`src/rtl/hazard_stall_ctrl_pkg.sv`:
```
// Shared definitions for the hazard/stall controller: FSM encoding, the $0 register id and the default mult/div latency.
package hazard_stall_ctrl_pkg;

   typedef enum logic {
      RUN     = 1'b0,
      MD_BUSY = 1'b1
   } md_state_e;

   localparam logic [4:0] REG_ZERO       = 5'd0;
   localparam int         MD_LATENCY_DEF = 32;

endpackage

```
`src/rtl/md_busy_timer.sv`:
```
// HI/LO unit occupancy sequencer: a mult/div accepted in RUN holds busy for MD_LATENCY cycles.
// busy is registered; start is taken only when ready (the pipeline is not stalled) and the FSM is in RUN.
module md_busy_timer
   import hazard_stall_ctrl_pkg::*;
#(
   parameter int MD_LATENCY = MD_LATENCY_DEF,
   parameter int CNT_W      = 6
) (
   input  logic clk,
   input  logic rst,
   input  logic start,
   input  logic ready,
   output logic busy
);

   md_state_e        state_q, state_d;
   logic [CNT_W-1:0] cnt_q, cnt_d;

   always_comb begin
      state_d = state_q;
      cnt_d   = cnt_q;
      case (state_q)
         RUN: begin
            if (start && ready) begin
               state_d = MD_BUSY;
               cnt_d   = CNT_W'(MD_LATENCY - 1);
            end
         end
         MD_BUSY: begin
            // Counter keeps running through unrelated pipeline stalls.
            if (cnt_q == '0) begin
               state_d = RUN;
            end else begin
               cnt_d = cnt_q - CNT_W'(1);
            end
         end
         default: state_d = RUN;
      endcase
   end

   always_ff @(posedge clk or negedge rst) begin
      if (!rst) begin
         state_q <= RUN;
         cnt_q   <= '0;
      end else begin
         state_q <= state_d;
         cnt_q   <= cnt_d;
      end
   end

   assign busy = (state_q == MD_BUSY);

endmodule

```
`src/rtl/hazard_stall_ctrl.sv`:
```
// ID-stage hazard controller: load-use, branch-operand and HI/LO stalls plus IF flush on taken branch/jump; zero latency.
// Optional HAZ_PERF_CNT_EN adds free-running stall_cycles / flush_count counters.
module hazard_stall_ctrl
   import hazard_stall_ctrl_pkg::*;
#(
   parameter int MD_LATENCY = MD_LATENCY_DEF,
   parameter int CNT_W      = 6
) (
   input  logic       clk,
   input  logic       rst,
   input  logic [4:0] ID_rs,
   input  logic [4:0] ID_rt,
   input  logic       ID_uses_rt,
   input  logic       ID_branch,
   input  logic       ID_branch_taken,
   input  logic       ID_jump,
   input  logic       ID_md_start,
   input  logic       ID_reads_hilo,
   input  logic       EX_MemRead,
   input  logic       EX_RegWrite,
   input  logic [4:0] EX_wreg,
   input  logic       MEM_MemRead,
   input  logic [4:0] MEM_wreg,
   output logic       PCWrite,
   output logic       IDWrite,
   output logic       IF_Flush,
   output logic       ID_EX_Bubble,
   output logic       md_busy
`ifdef HAZ_PERF_CNT_EN
   ,
   output logic [31:0] stall_cycles,
   output logic [31:0] flush_count
`endif
);

   logic ex_hit, mem_hit;
   logic load_use, br_hazard, md_hazard, stall, flush;
   logic busy;

   // rt only counts as an operand when the ID instruction actually reads it.
   assign ex_hit  = (EX_wreg != REG_ZERO) &&
                    ((EX_wreg == ID_rs) || (ID_uses_rt && (EX_wreg == ID_rt)));
   assign mem_hit = (MEM_wreg != REG_ZERO) &&
                    ((MEM_wreg == ID_rs) || (ID_uses_rt && (MEM_wreg == ID_rt)));

   assign load_use  = EX_MemRead && ex_hit;
   assign br_hazard = ID_branch && ((EX_RegWrite && ex_hit) || (MEM_MemRead && mem_hit));
   assign md_hazard = busy && (ID_reads_hilo || ID_md_start);
   assign stall     = load_use || br_hazard || md_hazard;
   assign flush     = !stall && ((ID_branch && ID_branch_taken) || ID_jump);

   md_busy_timer #(
      .MD_LATENCY (MD_LATENCY),
      .CNT_W      (CNT_W)
   ) u_md_busy_timer (
      .clk   (clk),
      .rst   (rst),
      .start (ID_md_start),
      .ready (!stall),
      .busy  (busy)
   );

   always_comb begin
      PCWrite      = 1'b0;
      IDWrite      = 1'b0;
      IF_Flush     = 1'b0;
      ID_EX_Bubble = 1'b0;
      md_busy      = 1'b0;
      if (rst) begin
         PCWrite      = stall;
         IDWrite      = stall;
         ID_EX_Bubble = stall;
         IF_Flush     = flush;
         md_busy      = busy;
      end
   end

`ifdef HAZ_PERF_CNT_EN
   logic [31:0] stall_cycles_q, stall_cycles_d;
   logic [31:0] flush_count_q,  flush_count_d;

   always_comb begin
      stall_cycles_d = stall_cycles_q + {31'd0, PCWrite};
      flush_count_d  = flush_count_q  + {31'd0, IF_Flush};
   end

   always_ff @(posedge clk or negedge rst) begin
      if (!rst) begin
         stall_cycles_q <= '0;
         flush_count_q  <= '0;
      end else begin
         stall_cycles_q <= stall_cycles_d;
         flush_count_q  <= flush_count_d;
      end
   end

   assign stall_cycles = stall_cycles_q;
   assign flush_count  = flush_count_q;
`endif

endmodule

```
`config.mk`:
```
export PLATFORM = sky130hd
export DESIGN_NAME = hazard_stall_ctrl
export DESIGN_NICKNAME = d
export VERILOG_FILES = /design/src/rtl/hazard_stall_ctrl_pkg.sv /design/src/rtl/md_busy_timer.sv /design/src/rtl/hazard_stall_ctrl.sv
export SDC_FILE = /design/constraint.sdc
export NUM_CORES = 1
export LEC_CHECK = 0
export CORE_MARGIN = 4
export CORE_UTILIZATION = 35
export CTS_CLUSTER_DIAMETER = 80
export DETAILED_ROUTE_END_ITERATION = 10
export GPL_ROUTABILITY_DRIVEN = 0
export PLACE_DENSITY = 0.74
export SLEW_MARGIN = 20
export SYNTH_ARGS = -nofsm -noshare
export SYNTH_HDL_FRONTEND = slang
export SYNTH_SLANG_ARGS = --single-unit
```
`constraint.sdc`:
```
create_clock -name clk -period 2.2 [get_ports clk]
set_input_delay 0.55 -clock clk [delete_from_list [all_inputs] [get_ports clk]]
set_output_delay 0.55 -clock clk [all_outputs]
set_load 0.005 [all_outputs]
```
==> impl_metrics.env, run 1 <==
export IMPL_p_clk_frac=0.150
export IMPL_syn_area_um2=714
export IMPL_ioPinCount=36
export IMPL_status="finished, violations left"
export IMPL_hpwlAfterDp_um=1820
export IMPL_cts_root_buffer="clkbuf_4"
export IMPL_synth_cells=78
export IMPL_worstSetupEndpointType="output port"
export IMPL_peakVddDrop_mv=0.655
export IMPL_internal_power_mw=0.480
export IMPL_leakage_nw=0.538
export IMPL_cts_made_buffers=3
export IMPL_vias=806
export IMPL_path_delay_family="compound AO/OA/AOI/OAI gates"
export IMPL_power_frac_seq=0.328
export IMPL_cts_tree="built"
export IMPL_clock_sinks=7
export IMPL_drive_gt1_frac=0.323
export IMPL_drtIter0Drc=7
export IMPL_fin_crit_ns=2.57
export IMPL_nets=166
export IMPL_synth_cell_types=30
export IMPL_cts_hold_buf=0
export IMPL_max_freq_mhz=390
export IMPL_fin_util=0.642
export IMPL_worst_pin_slew_ns=0.521
export IMPL_maxCapViolCount=0
export IMPL_finalPower_mw=0.750
export IMPL_overflow=0
export IMPL_yosys_area_top_type="xnor2_1"
export IMPL_dieHeight_um=53.2
export IMPL_area_growth_pct=74.4
export IMPL_skew_ns=0.000517
export IMPL_detail_route_wl_per_cell_um=14.6
export IMPL_swShare=0.361
export IMPL_routed_wl_um=2330
export IMPL_slew_viol_final=0
export IMPL_p_comb_frac=0.522
export IMPL_grt_use_total=0.168
export IMPL_synth_seq_cells=7
export IMPL_crit_path_start_kind="input pin"
export IMPL_clockBufferDepth=2
export IMPL_grt_max_degree=8
export IMPL_rows=16
export IMPL_worst_path_stages=7
export IMPL_period_share=1.17
export IMPL_finalWorstSetupSlack_ns=-0.365
export IMPL_dieArea_um2=2830
export IMPL_start_util=0.368
export IMPL_worstRegToRegCells=6
export IMPL_setup_viol=4
export IMPL_grt_pass1_wl_um=3420
export IMPL_seq_area_frac_synth=0.245
export IMPL_path_buf_inv=3
export IMPL_p_sw_mw=0.270
export IMPL_seqCellArea_um2=175
export IMPL_rsz0062_at_grt="yes"
export IMPL_final_cell_mix="xnor2_1 (19), buf_4 (18), dlygate4sd2_1 (16)"
export IMPL_crit_path_max_incr_delay_ns=0.37
export IMPL_portBuffers=35
export IMPL_final_common_cell="xnor2_1"
export IMPL_crit_slowest_cell="or3_4"
export IMPL_synthesis_nets=110
export IMPL_crit_type="in2out"
export IMPL_avgSynthCellArea_um2=9.16
export IMPL_clkTransAtPathRegs_ns=0.05
export IMPL_grt_pass1_vias=827
export IMPL_ant_nets=0
export IMPL_yosys_warnings=0
export IMPL_worstPathArrival_ns=2.02
export IMPL_antenna_found_initial=0
export IMPL_clkLatencyLatePin_ns=0.25
export IMPL_crit_chain="buf_6, or3_4, o311a_4, a221oi_4, buf_4, and3b_1, buf_2"
export IMPL_setup_tns_ns=-1.23
export IMPL_cp_max_fo=2
export IMPL_drc=0
export IMPL_diodes=0
export IMPL_viasPerCell=5.04
export IMPL_cp_data_required_time_ns=1.65
export IMPL_htreeDepth=1
export IMPL_hold_viol_final=0
export IMPL_power_density_nw_per_um2=602
export IMPL_yosys_top_cells_area="xnor2_1 (26%), dfrtp_1 (25%), a221oi_4 (3.7%)"
export IMPL_relSlewSlack=0.649
export IMPL_violations="negative setup slack"
export IMPL_core_area_um2=1940
export IMPL_fill_cells=166
export IMPL_drt_first_pass_iters=4
export IMPL_yosys_area_top_type_share=0.257
export IMPL_die_w_um=53.2
export IMPL_worstHoldPathType="in2async"
export IMPL_multi_input_area_um2=571
==> worst register-to-register path, stage by stage, from the launching register on <==
cell      delay, ns
dfrtp_1        0.38
inv_1          0.08
ha_1           0.16
nand2b_1       0.10
o41ai_2        0.44
nor2_1         0.08
a211o_1        0.28
==> synthesized netlist by cell type, drive strengths merged <==
cell type  number
a211o           3
a21oi           4
a221oi          2
a31oi           1
and2            1
and3b           1
buf             2
dfrtp           7
ha              1
inv             2
nand2           5
nand2b          2
nand3           2
nand4           2
nor2            6
nor2b           1
nor3            2
nor3b           1
nor4b           1
o21a            1
o21bai          1
o22ai           2
o311a           1
o41a            1
o41ai           1
or2             2
or3             2
xnor2          21
==> through the flow <==
stage	hold slack, ns	instance area, um2	worst slack (ns)	cells
final	0.452	1250	-0.365	160
after global routing	0.471	1250	-0.402	160
after CTS	0.453	1220	-0.407	160
after detailed placement	0.515	1180	-1.03	151
after global placement	0.497	1180	-0.951	151
after floorplan	0.254	714	-0.0663	78
==> per-layer routing <==
metal / GRT usage / wire [um] / share of wire
met1: 0.169 / 927 / 0.40
met2: 0.304 / 1060 / 0.46
met3: 0.0479 / 287 / 0.12
met4: 0.0936 / 54 / 0.023
met5: 0 / 0 / 0
==> power by group through the flow <==
stage / logic, mW / clock network (mW) / registers (mW)
2_1_floorplan: 0.231 / 0 / 0.239
3_3_place_gp: 0.375 / 0 / 0.244
3_5_place_dp: 0.386 / 0 / 0.247
4_1_cts: 0.386 / 0.118 / 0.246
5_1_grt: 0.432 / 0.126 / 0.252
6_report: 0.392 / 0.112 / 0.246
==> logic make-up after synthesis <==
family,count (synthesis),share of synthesized area
AOI/OAI and AO/OA,17,0.240
and+or+nand+nor,28,0.208
buffers and inverters,4,0.0315
adders and majority gates,1,0.0175
xor gates and xnor gates,21,0.257
DFF,7,0.245
==> flip-flops by register name, indices dropped and copies added, names as in the netlist <==
signal	cells
u_md_busy_timer.busy	1
u_md_busy_timer.cnt_q	6
==> cell type report <==
type | count | area share
Sequential cell | 7 | 0.141
Tap cell | 27 | 0.0271
Inverter | 2 | 0.00602
Clock buffer | 4 | 0.0211
Timing Repair Buffer | 53 | 0.347
Multi-Input combinational cell | 67 | 0.458
==> final timing paths <==
path / start / end / slack, ns
min in group clk: u_md_busy_timer.cnt_q[1]$_DFFE_PN0P_ / u_md_busy_timer.cnt_q[1]$_DFFE_PN0P_ / 0.52
max reg2reg: u_md_busy_timer.cnt_q[0]$_DFFE_PN0P_ / u_md_busy_timer.cnt_q[2]$_DFFE_PN0P_ / 0.55
max: MEM_wreg[0] / IF_Flush / -0.37
max in group asynchronous: rst / u_md_busy_timer.cnt_q[2]$_DFFE_PN0P_ / 1.64
min: rst / u_md_busy_timer.busy$_DFF_PN0_ / 0.45
min reg2reg: u_md_busy_timer.cnt_q[1]$_DFFE_PN0P_ / u_md_busy_timer.cnt_q[1]$_DFFE_PN0P_ / 0.52
==> timing repair <==
| item | CTS | global route |
|---|---|---|
| pin swaps | 7 | 9 |
| buffers inserted | 5 | 0 |
| gates resized for setup | 52 | 9 |
| endpoints found under the setup margin | 5 | 4 |
No activity file was read; power rests on OpenSTA's default activity.
==> run 2: changes to the inputs <==
CAP_MARGIN = 10   (was unset)
CORE_ASPECT_RATIO = 0.75   (was unset)
==> impl_metrics.env, run 2 (same netlist as run 1, synthesis figures left out) <==
export IMPL_area_growth_pct=75.3
export IMPL_drtIter0Drc=23
export IMPL_rsz0062_at_grt="yes"
export IMPL_p_comb_frac=0.516
export IMPL_drt_first_pass_iters=4
export IMPL_maxCapViolCount=0
export IMPL_final_common_cell="xnor2_1"
export IMPL_worstSetupEndpointType="output port"
export IMPL_regMostFlops="u_md_busy_timer.cnt_q"
export IMPL_period_share=1.13
export IMPL_fin_util=0.681
export IMPL_worstPathArrival_ns=1.95
export IMPL_viasPerCell=4.95
export IMPL_hpwlAfterDp_um=1840
export IMPL_grt_max_degree=8
export IMPL_clock_sinks=7
export IMPL_die_w_um=60.2
export IMPL_multi_input_area_um2=566
export IMPL_grt_pass1_wl_um=3510
export IMPL_cp_max_fo=2
export IMPL_dieArea_um2=2840
export IMPL_holdWs_ns=0.387
export IMPL_routed_wl_um=2170
export IMPL_stdcell_count=154
export IMPL_max_freq_mhz=401
export IMPL_detail_route_wl_per_cell_um=14.1
export IMPL_drive_gt1_frac=0.280
export IMPL_ioPinCount=36
export IMPL_seqCellArea_um2=175
export IMPL_cts_root_buffer="clkbuf_4"
export IMPL_largest_register_ffs=6
export IMPL_grt_use_total=0.172
export IMPL_drc=0
export IMPL_clkLatencyLatePin_ns=0.25
export IMPL_clkTransAtPathRegs_ns=0.05
export IMPL_setup_viol=4
export IMPL_clockBufferDepth=2
export IMPL_status="finished, violations left"
export IMPL_hold_viol_final=0
export IMPL_power_frac_seq=0.330
export IMPL_internal_power_mw=0.480
export IMPL_relSlewSlack=0.641
export IMPL_final_cell_mix="xnor2_1 (20), buf_4 (17), dlygate4sd2_1 (16)"
export IMPL_cts_tree="built"
export IMPL_swShare=0.363
export IMPL_skew_ns=0.000905
export IMPL_fill_cells=145
export IMPL_rows=13
export IMPL_worst_pin_slew_ns=0.532
export IMPL_violations="negative setup slack"
export IMPL_finalWorstSetupSlack_ns=-0.297
export IMPL_nets=165
export IMPL_cp_data_required_time_ns=1.65
export IMPL_grt_pass1_vias=751
export IMPL_cts_made_buffers=3
export IMPL_vias=762
export IMPL_antenna_found_initial=0
export IMPL_leakage_nw=0.539
export IMPL_worstHoldPathType="in2async"
export IMPL_p_sw_mw=0.274
export IMPL_dieHeight_um=47.1
export IMPL_slew_viol_final=0
export IMPL_p_clk_frac=0.154
export IMPL_ant_nets=0
export IMPL_fin_crit_ns=2.50
export IMPL_core_area_um2=1840
export IMPL_finalPower_mw=0.754
export IMPL_portBuffers=35
export IMPL_power_density_nw_per_um2=602
export IMPL_post_place_cells=145
export IMPL_start_util=0.389
export IMPL_htreeDepth=1
export IMPL_crit_type="in2out"
export IMPL_diodes=0
export IMPL_peakVddDrop_mv=0.503
export IMPL_overflow=0
export IMPL_crit_path_start_kind="input pin"
export IMPL_cts_hold_buf=0
## run 2: changes by cell type in the layout (fill, tap and decap cells not counted), sizes merged
| cell | delta |
|---|---|
| buf | -1 |
| clkbuf | -2 |
| clkdlybuf4s15 | +1 |
| dlymetal6s2s | +1 |
## run 2: path summary, 6_finish.rpt
kind	to	slack, ns	depth (start not counted)	from
worst max-delay path	ID_EX_Bubble	-0.30	7	MEM_wreg[1]
worst min-delay path	u_md_busy_timer.cnt_q[5]$_DFFE_PN0P_	0.39	2	rst
worst max register to register	u_md_busy_timer.cnt_q[2]$_DFFE_PN0P_	0.52	6	u_md_busy_timer.cnt_q[0]$_DFFE_PN0P_
worst min register to register	u_md_busy_timer.cnt_q[1]$_DFFE_PN0P_	0.52	1	u_md_busy_timer.cnt_q[1]$_DFFE_PN0P_
max in group asynchronous	u_md_busy_timer.busy$_DFF_PN0_	1.68	2	rst
min in group clk	u_md_busy_timer.cnt_q[1]$_DFFE_PN0P_	0.52	1	u_md_busy_timer.cnt_q[1]$_DFFE_PN0P_
## run 2: metal layers
layer  global-route usage  vias up  part of all wire
met5                    0        -                 0
met4               0.0265        0                 0
met3               0.0495        0             0.061
met2                0.295       17              0.51
met1                0.222      356              0.43
li1                     -      389                 -
## run 2: per-stage QoR
stage               setup TNS (ns)  cell area [um2]  setup slack (ns)
floorplan                   -0.148              714           -0.0663
global placement             -5.04             1170            -0.959
detailed placement           -5.18             1170            -0.983
CTS                          -1.19             1210            -0.341
global route                 -1.29             1250            -0.361
finish                       -1.02             1250            -0.297
## run 2: power by group through the flow
| stage | Sequential, mW | Clock [mW] | Combinational, mW |
|---|---|---|---|
| 2_1_floorplan | 0.239 | 0 | 0.231 |
| 3_3_place_gp | 0.248 | 0 | 0.366 |
| 3_5_place_dp | 0.249 | 0 | 0.379 |
| 4_1_cts | 0.247 | 0.119 | 0.378 |
| 5_1_grt | 0.258 | 0.130 | 0.427 |
| 6_report | 0.248 | 0.116 | 0.389 |
## run 2: layout make-up
type                    instances  area share
clock buffers                   4      0.0210
inverters                       2     0.00599
multi-input cells              67       0.452
flip-flops and latches          7       0.140
well taps                      22      0.0220
repair buffers                 52       0.360
## run 2: timing repair
| item | CTS | global route |
|---|---|---|
| endpoints found under the hold margin | 0 | 0 |
| buffers inserted | 4 | 1 |
| gates resized for setup | 53 | 5 |
| pin swaps | 10 | 8 |
| cloned | 0 | 0 |
| setup endpoints to repair | 5 | 7 |
## run 2: worst max-delay path: stages
cell,delay [ns]
buf_6,0.09
or3_4,0.37
o311a_4,0.33
a221oi_4,0.27
nor2b_1,0.08
buf_4,0.15
buf_6,0.11
==> run 3: changes to the inputs <==
--- a/config.mk
+++ b/config.mk
@@ -9,10 +9,10 @@
 export CORE_ASPECT_RATIO = 0.75
 export CORE_MARGIN = 4
-export CORE_UTILIZATION = 35
+export CORE_UTILIZATION = 39
 export CTS_CLUSTER_DIAMETER = 80
 export DETAILED_ROUTE_END_ITERATION = 10
 export GPL_ROUTABILITY_DRIVEN = 0
-export PLACE_DENSITY = 0.74
-export SLEW_MARGIN = 20
+export PLACE_DENSITY = 0.78
+export SLEW_MARGIN = 0
 export SYNTH_ARGS = -nofsm -noshare
 export SYNTH_HDL_FRONTEND = slang
==> constraint.sdc (replaced) <==
create_clock -name clk -period 2.5 [get_ports clk]
set_input_delay 0.375 -clock clk [delete_from_list [all_inputs] [get_ports clk]]
set_output_delay 0.375 -clock clk [all_outputs]
set_load 0.005 [all_outputs]
==> impl_metrics.env, run 3 (same netlist as run 1, synthesis figures left out) <==
export IMPL_status="completed"
export IMPL_core_area_um2=1740
export IMPL_leakage_nw=0.478
export IMPL_path_delay_family="buffers and inverters"
export IMPL_swShare=0.362
export IMPL_cts_root_buffer="clkbuf_4"
export IMPL_area_growth_pct=69.0
export IMPL_clkLatencyLatePin_ns=0.25
export IMPL_post_place_ws_ns=-0.327
export IMPL_hold_viol_final=0
export IMPL_htreeDepth=1
export IMPL_cts_tree="built"
export IMPL_final_common_cell="clkdlybuf4s50_1"
export IMPL_regMostFlops="u_md_busy_timer.cnt_q"
export IMPL_relSlewSlack=0.657
export IMPL_overflow=0
export IMPL_grt_pass1_wl_um=3350
export IMPL_rows=13
export IMPL_grt_pass1_vias=763
export IMPL_start_util=0.410
export IMPL_r2r_slack_ns=0.84
export IMPL_worst_pin_slew_ns=0.509
export IMPL_dieArea_um2=2590
export IMPL_dieHeight_um=45.1
export IMPL_drc=0
export IMPL_die_w_um=57.4
export IMPL_skew_ns=0.000821
export IMPL_crit_path_max_incr_delay_ns=0.40
export IMPL_worstHoldPathType="in2async"
export IMPL_portBuffers=35
export IMPL_clkTransAtPathRegs_ns=0.05
export IMPL_fin_util=0.694
export IMPL_vias=765
export IMPL_power_frac_seq=0.346
export IMPL_cp_max_fo=2
export IMPL_hpwlAfterDp_um=1710
export IMPL_crit_path_start_kind="input pin"
export IMPL_peakVddDrop_mv=0.530
export IMPL_cp_data_required_time_ns=2.12
export IMPL_slew_viol_final=0
export IMPL_drive_gt1_frac=0.198
export IMPL_crit_slowest_cell="or3_4"
export IMPL_grt_max_degree=8
export IMPL_diodes=0
export IMPL_worstSetupEndpointType="output port"
export IMPL_maxCapViolCount=0
export IMPL_crit_top_cell="buf_4"
export IMPL_internal_power_mw=0.418
export IMPL_power_density_nw_per_um2=542
export IMPL_grt_use_total=0.172
export IMPL_cts_made_buffers=3
export IMPL_ant_nets=0
export IMPL_drtIter0Drc=15
export IMPL_rr_endpoint="u_md_busy_timer.cnt_q[2]$_DFFE_PN0P_"
export IMPL_p_clk_frac=0.155
export IMPL_viasPerCell=5.17
export IMPL_holdWs_ns=0.367
export IMPL_worstPathArrival_ns=2.08
export IMPL_rr_startpoint="u_md_busy_timer.cnt_q[0]$_DFFE_PN0P_"
export IMPL_worstRegToRegCells=6
export IMPL_antenna_found_initial=0
export IMPL_detail_route_wl_per_cell_um=14.0
export IMPL_clock_sinks=7
export IMPL_max_freq_mhz=408
export IMPL_setup_tns_ns=0
export IMPL_cts_hold_buf=0
export IMPL_clockBufferDepth=2
export IMPL_crit_chain="dlygate4sd2_1, or3_4, o311a_4, a221oi_4, nor2b_2, buf_4, buf_4, buf_2"
export IMPL_period_share=0.980
export IMPL_final_cell_mix="clkdlybuf4s50_1 (25), xnor2_1 (21), buf_4 (11)"
export IMPL_p_sw_mw=0.237
export IMPL_crit_type="in2out"
export IMPL_finalWorstSetupSlack_ns=0.0495
export IMPL_p_comb_frac=0.499
export IMPL_ioPinCount=36
export IMPL_routed_wl_um=2070
export IMPL_fin_crit_ns=2.45
export IMPL_largest_register_ffs=6
export IMPL_drt_first_pass_iters=4
export IMPL_nets=159
export IMPL_path_buf_inv=4
export IMPL_setup_viol=0
-- run 3: cell types whose count changed in the layout (fill, tap and decap cells not counted), moves of 2 or more --
cell             before  now
dlygate4sd2_1        16    8
buf_6                 4    0
clkdlybuf4s50_1      10   25
buf_4                17   11
buf_2                 3    1
-- run 3: power by group through the flow --
stage	logic, mW	registers [mW]	clock network [mW]
finish	0.327	0.226	0.102
global route	0.360	0.232	0.114
CTS	0.320	0.224	0.104
detailed placement	0.319	0.226	0
global placement	0.311	0.221	0
floorplan	0.203	0.210	0
-- run 3: what timing repair did --
action / CTS / global route
resized for setup: 16 / 4
setup endpoints to repair: 4 / 2
pin swaps: 5 / 3
buffers inserted: 2 / 0
-- run 3: final cells by class --
type | count | area [um2]
flip-flops and latches | 7 | 175
repair buffers | 46 | 418
fillers | 137 | 533
inverters | 2 | 7.51
clock buffers | 4 | 26.3
well taps | 22 | 27.5
multi-input cells | 67 | 553
-- run 3: per-stage QoR --
step,cells,cell area [um2],power (mW)
final,148,1210,0.655
after global routing,148,1210,0.706
after CTS,148,1190,0.648
after detailed placement,142,1140,0.544
after global placement,142,1140,0.531
after floorplan,78,714,0.414
-- run 3: worst max-delay path by stage --
stage                               to  cells after the start  slack, ns   startpoint
after floorplan           ID_EX_Bubble                      5       0.56  MEM_wreg[0]
after global placement        IF_Flush                      6      -0.33  MEM_wreg[0]
after detailed placement      IF_Flush                      6      -0.33  MEM_wreg[0]
after CTS                      IDWrite                      7       0.04  MEM_wreg[2]
after global routing      ID_EX_Bubble                      8     -0.006  MEM_wreg[0]
final                     ID_EX_Bubble                      8       0.05  MEM_wreg[0]
-- run 3: metal layers --
layer  vias to the layer above  track usage  share of wire
met5                         -            0              0
met4                         0       0.0370              0
met3                         0       0.0571          0.076
met2                        32        0.288           0.52
met1                       357        0.217           0.41
li1                        376            -              -
